`src/rtl/tarot_pkg.sv`:
```
// Shared constants and state encoding for the tarot card drawer.
// Also holds the widths used by the PRNG handshake.
package tarot_pkg;

    localparam int NUM_CARDS = 78;
    localparam int CARD_W    = 7;
    localparam int POS_W     = 3;

    // PRNG handshake: Q1.31 words, of which the top FRAC_W bits of x feed the mapper
    localparam int PRNG_W = 32;
    localparam int FRAC_W = 16;
    localparam int PROD_W = FRAC_W + CARD_W;

    typedef enum logic [2:0] {
        IDLE    = 3'd0,
        REQ     = 3'd1,
        MAP     = 3'd2,
        PROBE   = 3'd3,
        EMIT    = 3'd4,
        WAIT_LO = 3'd5
    } state_e;

endpackage

```
`src/rtl/tarot_card_map.sv`:
```
// Combinational scaling of a Q0.16 fraction onto the deck: idx = (x_hi * NUM_CARDS) >> 16.
// The sign bit of y selects the card orientation.
module tarot_card_map #(
    parameter int NUM_CARDS = tarot_pkg::NUM_CARDS
) (
    input  logic [tarot_pkg::FRAC_W-1:0] x_hi,
    input  logic                         y_msb,
    output logic [tarot_pkg::CARD_W-1:0] cand,
    output logic                         rev
);
    import tarot_pkg::*;

    logic [PROD_W-1:0] product;
    logic              unused_frac;

    assign product     = PROD_W'(x_hi) * PROD_W'(NUM_CARDS);
    assign cand        = product[PROD_W-1 -: CARD_W];
    assign rev         = y_msb;
    assign unused_frac = ^product[FRAC_W-1:0];

endmodule

```
`src/rtl/tarot_card_drawer.sv`:
```
// Draws SPREAD distinct cards per request from an upstream PRNG handshake,
// resolving repeats by linear probing over a used-card bitmap.
module tarot_card_drawer #(
    parameter int SPREAD    = 3,
    parameter int NUM_CARDS = tarot_pkg::NUM_CARDS,
    parameter int TIMEOUT   = 1024
) (
    input  logic                         clk,
    input  logic                         rst,
    input  logic                         draw_req,
    output logic                         prng_start,
    input  logic                         prng_done,
    input  logic [31:0]                  prng_x,
    input  logic [31:0]                  prng_y,
    output logic                         card_valid,
    output logic [tarot_pkg::CARD_W-1:0] card_idx,
    output logic                         card_rev,
    output logic [tarot_pkg::POS_W-1:0]  card_pos,
    output logic                         spread_done,
    output logic                         busy,
    output logic                         error
);
    import tarot_pkg::*;

    localparam int TMR_W = $clog2(TIMEOUT + 1);

    state_e               state, state_next;
    logic [NUM_CARDS-1:0] used;
    logic [POS_W-1:0]     pos;
    logic [CARD_W-1:0]    cand;
    logic                 cand_rev;
    logic [FRAC_W-1:0]    x_hi;
    logic                 y_msb;
    logic [TMR_W-1:0]     timer;
    logic [CARD_W-1:0]    map_idx;
    logic                 map_rev;
    logic                 handshake;
    logic                 timed_out;
    logic                 last_pos;
    logic                 unused_bits;

    assign handshake   = prng_start && prng_done;
    assign timed_out   = (timer == TMR_W'(TIMEOUT - 1));
    assign last_pos    = (pos == POS_W'(SPREAD - 1));
    assign unused_bits = ^{prng_x[FRAC_W-1:0], prng_y[PRNG_W-2:0]};

    tarot_card_map #(
        .NUM_CARDS (NUM_CARDS)
    ) u_map (
        .x_hi  (x_hi),
        .y_msb (y_msb),
        .cand  (map_idx),
        .rev   (map_rev)
    );

    always_ff @(posedge clk) begin
        if (rst) state <= IDLE;
        else     state <= state_next;
    end

    // NOTE: every output of this block is given a default first so no path leaves one unassigned (no latch).
    always_comb begin
        state_next  = state;
        error       = 1'b0;
        busy        = (state != IDLE);
        card_valid  = (state == EMIT);
        spread_done = (state == EMIT) && last_pos;
        unique case (state)
            IDLE:    if (draw_req) state_next = REQ;
            REQ: begin
                if (handshake) begin
                    state_next = MAP;
                end else if (timed_out) begin
                    error      = 1'b1;
                    state_next = IDLE;
                end
            end
            MAP:     state_next = PROBE;
            PROBE:   if (!used[cand]) state_next = EMIT;
            EMIT:    state_next = last_pos ? IDLE : WAIT_LO;
            WAIT_LO: begin
                if (!prng_done) begin
                    state_next = REQ;
                end else if (timed_out) begin
                    error      = 1'b1;
                    state_next = IDLE;
                end
            end
            default: state_next = IDLE;
        endcase
    end

    always_ff @(posedge clk) begin
        if (rst) begin
            prng_start <= 1'b0;
            used       <= '0;
            pos        <= '0;
            cand       <= '0;
            cand_rev   <= 1'b0;
            x_hi       <= '0;
            y_msb      <= 1'b0;
            timer      <= '0;
            card_idx   <= '0;
            card_rev   <= 1'b0;
            card_pos   <= '0;
        end else begin
            // Start rises only once the previous done has been seen low, then holds until captured.
            prng_start <= (state_next == REQ) && (prng_start || !prng_done);

            if ((state_next == REQ && state != REQ) || (state_next == WAIT_LO && state != WAIT_LO))
                timer <= '0;
            else if (state == REQ || state == WAIT_LO)
                timer <= timer + TMR_W'(1);

            unique case (state)
                IDLE: begin
                    if (draw_req) begin
                        used <= '0;
                        pos  <= '0;
                    end
                end
                REQ: begin
                    if (handshake) begin
                        x_hi  <= prng_x[PRNG_W-1 -: FRAC_W];
                        y_msb <= prng_y[PRNG_W-1];
                    end
                end
                MAP: begin
                    cand     <= map_idx;
                    cand_rev <= map_rev;
                end
                PROBE: begin
                    if (used[cand]) begin
                        cand <= (cand == CARD_W'(NUM_CARDS - 1)) ? '0 : cand + CARD_W'(1);
                    end else begin
                        used[cand] <= 1'b1;
                        card_idx   <= cand;
                        card_rev   <= cand_rev;
                        card_pos   <= pos;
                    end
                end
                EMIT:    if (!last_pos) pos <= pos + POS_W'(1);
                default: ;
            endcase
        end
    end

endmodule
```
`config.mk`:
```
export PLATFORM = sky130hd
export DESIGN_NAME = tarot_card_drawer
export DESIGN_NICKNAME = d
export VERILOG_FILES = /design/src/rtl/tarot_pkg.sv /design/src/rtl/tarot_card_map.sv /design/src/rtl/tarot_card_drawer.sv
export SDC_FILE = /design/constraint.sdc
export NUM_CORES = 1
export LEC_CHECK = 0
export BUFFER_PORTS_ARGS = -buffer_cell sky130_fd_sc_hd__buf_2
export CAP_MARGIN = 5
export CORE_MARGIN = 5
export CORE_UTILIZATION = 29
export DETAILED_ROUTE_END_ITERATION = 8
export PLACE_DENSITY = 0.58
export SLEW_MARGIN = 10
export SYNTH_ARGS = -nofsm -noshare
export SYNTH_HDL_FRONTEND = slang
export SYNTH_SLANG_ARGS = --single-unit
```
`constraint.sdc`:
```
create_clock -name clk -period 3.67 [get_ports clk]
set_input_delay 0.367 -clock clk [delete_from_list [all_inputs] [get_ports clk]]
set_output_delay 0.367 -clock clk [all_outputs]
set_load 0.01 [all_outputs]
```
==> results_dict.tcl, run 1 <==
set metrics [dict create \
    layout.cells.non_filler 1232 \
    grt_antenna_before_repair 0 \
    synth_flop_cell "dfxtp_1" \
    drc_errors 0 \
    cellPowerDensity_nw_per_um2 377.7 \
    yosysWarnings 0 \
    yosysSeqAreaShare_pct 37.56 \
    fin_setup_tns_ns 0 \
    drive_above_1_share_pct 23.13 \
    fp.dieW_microns 165.8 \
    postSynth.asyncResetShare_pct 0 \
    hold_ws_ns 0.1723 \
    finalClockSkew_ns 0.01336 \
    fin_area_sq_um 8846 \
    slew_headroom_pct 40.53 \
    die_y_microns 165.8 \
    worst_slack_ns 0.04579 \
    hpwl_mm 12.37 \
    maxSlewViolCount 0 \
    r2r-start "x_hi[13]" \
    hold_viol 0 \
    num_vias 5919 \
    track_usage_pct 12.88 \
    drt_iter0_drc 304 \
    ant_nets 0 \
    criticalPathCategory "flop to flop" \
    wl_per_cell_microns 14.77 \
    cts_buffers 17 \
    end_kind "flop" \
    yosysTopAreaCell "dfxtp_1" \
    fin_crit_ns 3.624 \
    synth.distinct_cells 62 \
    post-place-ws_ns -0.2192 \
    cts_root_buf "clkbuf_16" \
    grt_pass1_wl_mm 29.24 \
    multi_input_area_sq_um 4219 \
    grt_start_max_net_pins 80 \
    portBuffers 36 \
    max-vdd-ir-drop_mv 0.2038 \
    rows 57 \
    nNetsFinal 1029 \
    initial_core_util_pct 29.19 \
    syn_area_per_cell_sq_um 8.569 \
    syn_nets 955 \
    worst_ep_arrival_time_ns 3.91 \
    worstSetupStartpointType "flop" \
    final_core_util_pct 36.70 \
    hold_buffers 0 \
    cp_data_required_time_ns 3.96 \
    cts_sinks 132 \
    min_from "prng_x[26]" \
    area_growth_pct 25.73 \
    fillers 2518 \
    final-setup-viol-count 0 \
    power_mw 3.341 \
    power.leakage_nw 3.447 \
    cts_max_path_buffers 2 \
    ys_ff_latch 132 \
    coreArea_sq_um 24110 \
    worst_pin_slew_ns 0.8895 \
    clk_pin_slew_ns 0.07 \
    synthDominantCellAreaShare_pct 37.56 \
    synth_cells 821 \
    cts_max_level 4 \
    synthTopCellsByArea "dfxtp_1 38%, nand2_1 7.5%, fa_1 7.4%" \
    boundaryPins 84 \
    dp.cells 1196 \
    fmax_mhz 275.9 \
    syn_area_sq_um 7035 \
    grt_setup_unrepaired "yes" \
    status "completed" \
    maxCapViolCount 0 \
    die_area_sq_um 27470 \
    hold_path.class "input pin to flop" \
    critPathLaunch "x_hi[13]" \
    viasPerCell 4.804 \
    grt_pass1_vias 5669 \
    ff_latch_area_sq_um 2655 \
    drt-total-wl_mm 18.19 \
    finalCritPeriodShare_pct 98.75 \
    cp_max_fo 3 \
    routabilityCongestion 0.7843 \
    cts_tree "built" \
    gr-total-overflow 0 \
    diodes 0 \
    drtPass1Iterations 5 \
    dpl_cell_area_sq_um 7875 \
    synth_edf_count 0 \
    clk_latency_ns 0.43 \
]
-- cells in the final DEF (no fill, tap or decap), drive strengths merged, types with 8 or more instances in the layout --
cell type / Yosys / routed
a211oi: 9 / 9
a21oi: 43 / 43
buf: 9 / 89
clkbuf: 25 / 17
dfxtp: 132 / 132
fa: 26 / 26
ha: 40 / 40
inv: 90 / 97
mux2i: 18 / 18
mux4: 10 / 10
nand2: 141 / 141
nand3: 13 / 13
nand4: 12 / 12
nor2: 45 / 45
nor2b: 11 / 11
nor3: 8 / 8
o21ai: 90 / 90
-- cells in the mapped netlist (all sizes together), types with 2 or more instances --
cell / instances
nand2: 141
dfxtp: 132
inv: 90
o21ai: 90
nor2: 45
a21oi: 43
ha: 40
fa: 26
clkbuf: 25
mux2i: 18
nand3: 13
nand4: 12
nor2b: 11
mux4: 10
a211oi: 9
buf: 9
nor3: 8
nand2b: 7
xnor2: 7
and2: 6
and3: 6
nand3b: 6
xor2: 6
a2111oi: 5
a221oi: 5
a22o: 3
a31oi: 3
mux2: 3
o211ai: 3
o31ai: 3
a21boi: 2
a31o: 2
nand4b: 2
nor3b: 2
o21a: 2
o311ai: 2
or3: 2
or3b: 2
-- cell type report --
| type | count | area share (%) |
|---|---|---|
| multi-input cells | 564 | 47.69 |
| flip-flops and latches | 132 | 30.01 |
| repair buffers | 89 | 6.761 |
| clock buffers | 17 | 4.809 |
| well taps | 324 | 4.583 |
| inverters | 91 | 4.059 |
| clock inverters | 15 | 2.079 |
-- worst paths after layout --
path	slack, ns	to	cells after the start
max	0.05	cand[0]	15
max reg2reg	0.05	cand[0]	15
min	0.17	x_hi[10]	3
min reg2reg	0.45	used[71]	2
-- power breakdown --
part | internal (mW) | switching [mW] | leakage, nW
registers | 1.44 | 0.00896 | 1.07
logic | 0.0574 | 0.106 | 2.09
clock network | 0.921 | 0.809 | 0.289
-- logic make-up after synthesis --
| kind of cell | share of synthesized area [%] |
|---|---|
| AND/OR/NAND/NOR | 17.34 |
| XOR/XNOR | 1.618 |
| AO/OA/AOI/OAI | 15.92 |
| adder cells (fa/ha/maj) | 14.51 |
| buffers and inverters | 6.811 |
| multiplexers | 6.242 |
| flip-flops | 37.56 |
-- sequential cells by signal, summed over array words and instances, names as in the netlist --
| name | count |
|---|---|
| card_idx | 7 |
| card_rev | 1 |
| card_pos | 3 |
| x_hi | 16 |
| cand_rev | 1 |
| used | 78 |
| pos | 3 |
| timer | 11 |
| y_msb | 1 |
| cand | 7 |
| prng_start | 1 |
| state | 3 |
-- metal layers --
layer,routed length [microns],GRT usage [%]
met2,8638,20.67
met3,614,2.357
met1,8631,17.56
met4,308,4.304
met5,0,0
-- critical path: stages, from the launching register on --
cell and delay, ns:
dfxtp_2 0.35, inv_4 0.05, fa_1 0.52, inv_1 0.04, ha_1 0.28, inv_2 0.04, fa_1 0.55, inv_2 0.05
ha_4 0.27, and4_4 0.25, and2_4 0.14, a22o_1 0.19, buf_4 0.14, a211oi_2 0.04, a2111oi_1 0.48, a211oi_1 0.10
-- repair_timing --
action / 4_1_cts / 5_1_grt
resized for setup: 26 / 62
cloned: 0 / 0
pin swaps: 7 / 21
hold endpoints to repair: 0 / 0
buffers inserted: 2 / 2
endpoints found under the setup margin: 7 / 31
(Power assumes the default switching activity.)
==> inputs of run 2 (changes only) <==
PLACE_DENSITY = 0.56   (was 0.58)
SLEW_MARGIN = 20   (was 10)
clock period = 4.5 ns   (was 3.67 ns; I/O delays follow)
==> results_dict.tcl, run 2 (synthesized netlist as in run 1, its figures left out) <==
set metrics [dict create \
    critical_path_depth 15 \
    cp_data_required_time_ns 4.85 \
    cts_buffers 17 \
    num_vias 5694 \
    maxCapViolCount 0 \
    critPathBufInv 4 \
    drt_iter0_drc 309 \
    hold_path.class "input pin to flop" \
    drtPass1Iterations 4 \
    fmax_mhz 248.8 \
    grt_pass1_vias 5590 \
    worst_slack_ns 0.4809 \
    hold_viol 0 \
    cts_sinks 132 \
    grt_pass1_wl_mm 29.35 \
    diodes 0 \
    cts_tree "built" \
    max_stage_delay_ns 0.55 \
    end_kind "flop" \
    maxSlewViolCount 0 \
    r2r-start "x_hi[8]" \
    crit_chain "inv_1, fa_1, inv_1, ha_1, inv_1, fa_1, inv_1, ha_1, a21oi_1, o21ai_0, a211oi_1, a21oi_1, a211oi_1, mux2_2, a31oi_1" \
    ant_nets 0 \
    post-place-ws_ns 0.5190 \
    fin_setup_tns_ns 0 \
    fin_crit_ns 4.019 \
    boundaryPins 84 \
    largest_reg_flops 78 \
    worst_ep_arrival_time_ns 4.37 \
    grt_antenna_before_repair 0 \
    finalCritPeriodShare_pct 89.31 \
    grt_start_max_net_pins 80 \
    largestRegisters "used (78), x_hi (16), timer (11)" \
    coreArea_sq_um 24110 \
    cts_root_buf "clkbuf_16" \
    drt-total-wl_mm 17.55 \
    wl_per_cell_microns 14.65 \
    drive_above_1_share_pct 12.36 \
    fillers 2576 \
    area_growth_pct 16.84 \
    portBuffers 36 \
    status "completed" \
    drc_errors 0 \
    die_y_microns 165.8 \
    final-setup-viol-count 0 \
    criticalPathCategory "flop to flop" \
    cp_max_fo 5 \
    crit_slowest_cell "fa_1" \
    worstSetupStartpointType "flop" \
    rows 57 \
    mostFrequentLayoutCells "141 x nand2_1, 132 x dfxtp_1, 90 x inv_1" \
    max-vdd-ir-drop_mv 0.2484 \
    critPathLaunch "x_hi[8]" \
    power.leakage_nw 3.254 \
    crit_family "adder cells" \
    initial_core_util_pct 29.19 \
    slew_headroom_pct 40.00 \
    cellPowerDensity_nw_per_um2 324.8 \
    whs_path_depth 3 \
    min_from "prng_x[29]" \
    power_mw 2.670 \
    top_register "used" \
    track_usage_pct 13.02 \
    hold_ws_ns 0.2562 \
    cts_max_level 4 \
    cts_setup_buffers 0 \
    routabilityCongestion 0.7819 \
    grt_setup_unrepaired "no" \
    clk_pin_slew_ns 0.07 \
    final_common_cell "nand2_1" \
    hpwl_mm 12.15 \
    crit_top_cell "inv_1" \
    finalClockSkew_ns 0.01389 \
    viasPerCell 4.753 \
    cts_resized 0 \
    hold_buffers 0 \
    worst_pin_slew_ns 0.8988 \
    gr-total-overflow 0 \
    reg2reg_depth 15 \
    die_area_sq_um 27470 \
    nNetsFinal 995 \
    fp.dieW_microns 165.8 \
    cts_max_path_buffers 2 \
    clk_latency_ns 0.43 \
]
-- run 2: cell count changes in the layout (fill, tap and decap cells not counted), sizes merged --
cell      before  now
clkinv         7    4
inv           97   99
clkinvlp       2    3
buf           89   55
-- run 2: per-stage QoR --
step	util [%]	instances	cell area, sq um
2_1_floorplan	-	821	7036
3_3_place_gp	31.68	1166	7637
5_1_grt	34.10	1198	8220
4_1_cts	34.10	1198	8220
3_5_place_dp	31.68	1166	7637
6_report	34.10	1198	8220
-- run 2: report_power, final --
| part | total (mW) | switching, mW | internal [mW] |
|---|---|---|---|
| clock network | 1.38 | 0.635 | 0.741 |
| logic | 0.112 | 0.0766 | 0.0357 |
| registers | 1.18 | 0.00893 | 1.17 |
| total | 2.67 | 0.720 | 1.95 |
-- run 2: metal layers --
| metal | global-route usage (%) | vias to the layer above | share of wire, % |
|---|---|---|---|
| li1 | - | 2879 | - |
| met1 | 17.81 | 2716 | 49 |
| met2 | 20.54 | 82 | 46 |
| met3 | 2.975 | 17 | 3.3 |
| met4 | 4.017 | 0 | 1.5 |
| met5 | 0 | - | 0 |
-- run 2: path summary, 6_finish.rpt --
path,slack [ns],to
worst max-delay path,0.48,cand[5]
worst min-delay path,0.26,x_hi[13]
worst max register to register,0.48,cand[5]
worst min register to register,0.45,used[68]
-- run 2: final cells by class --
type / instances / area, sq um / area share, %
clock buffer: 17 / 425.4 / 5.175
clock inverter: 15 / 157.7 / 1.918
inverter: 91 / 341.6 / 4.155
multi-input combinational: 564 / 3925 / 47.75
sequential: 132 / 2643 / 32.15
tap: 324 / 405.4 / 4.932
timing repair buffer: 55 / 322.8 / 3.927
-- run 2: worst reg2reg max path, delay by kind of cell (launching register included) --
family / cells / cell delay [ns]
buffers and inverters: 4 / 0.25
DFF: 1 / 0.36
adders and majority gates: 4 / 1.66
muxes: 1 / 0.39
AOI/OAI and AO/OA: 6 / 1.28
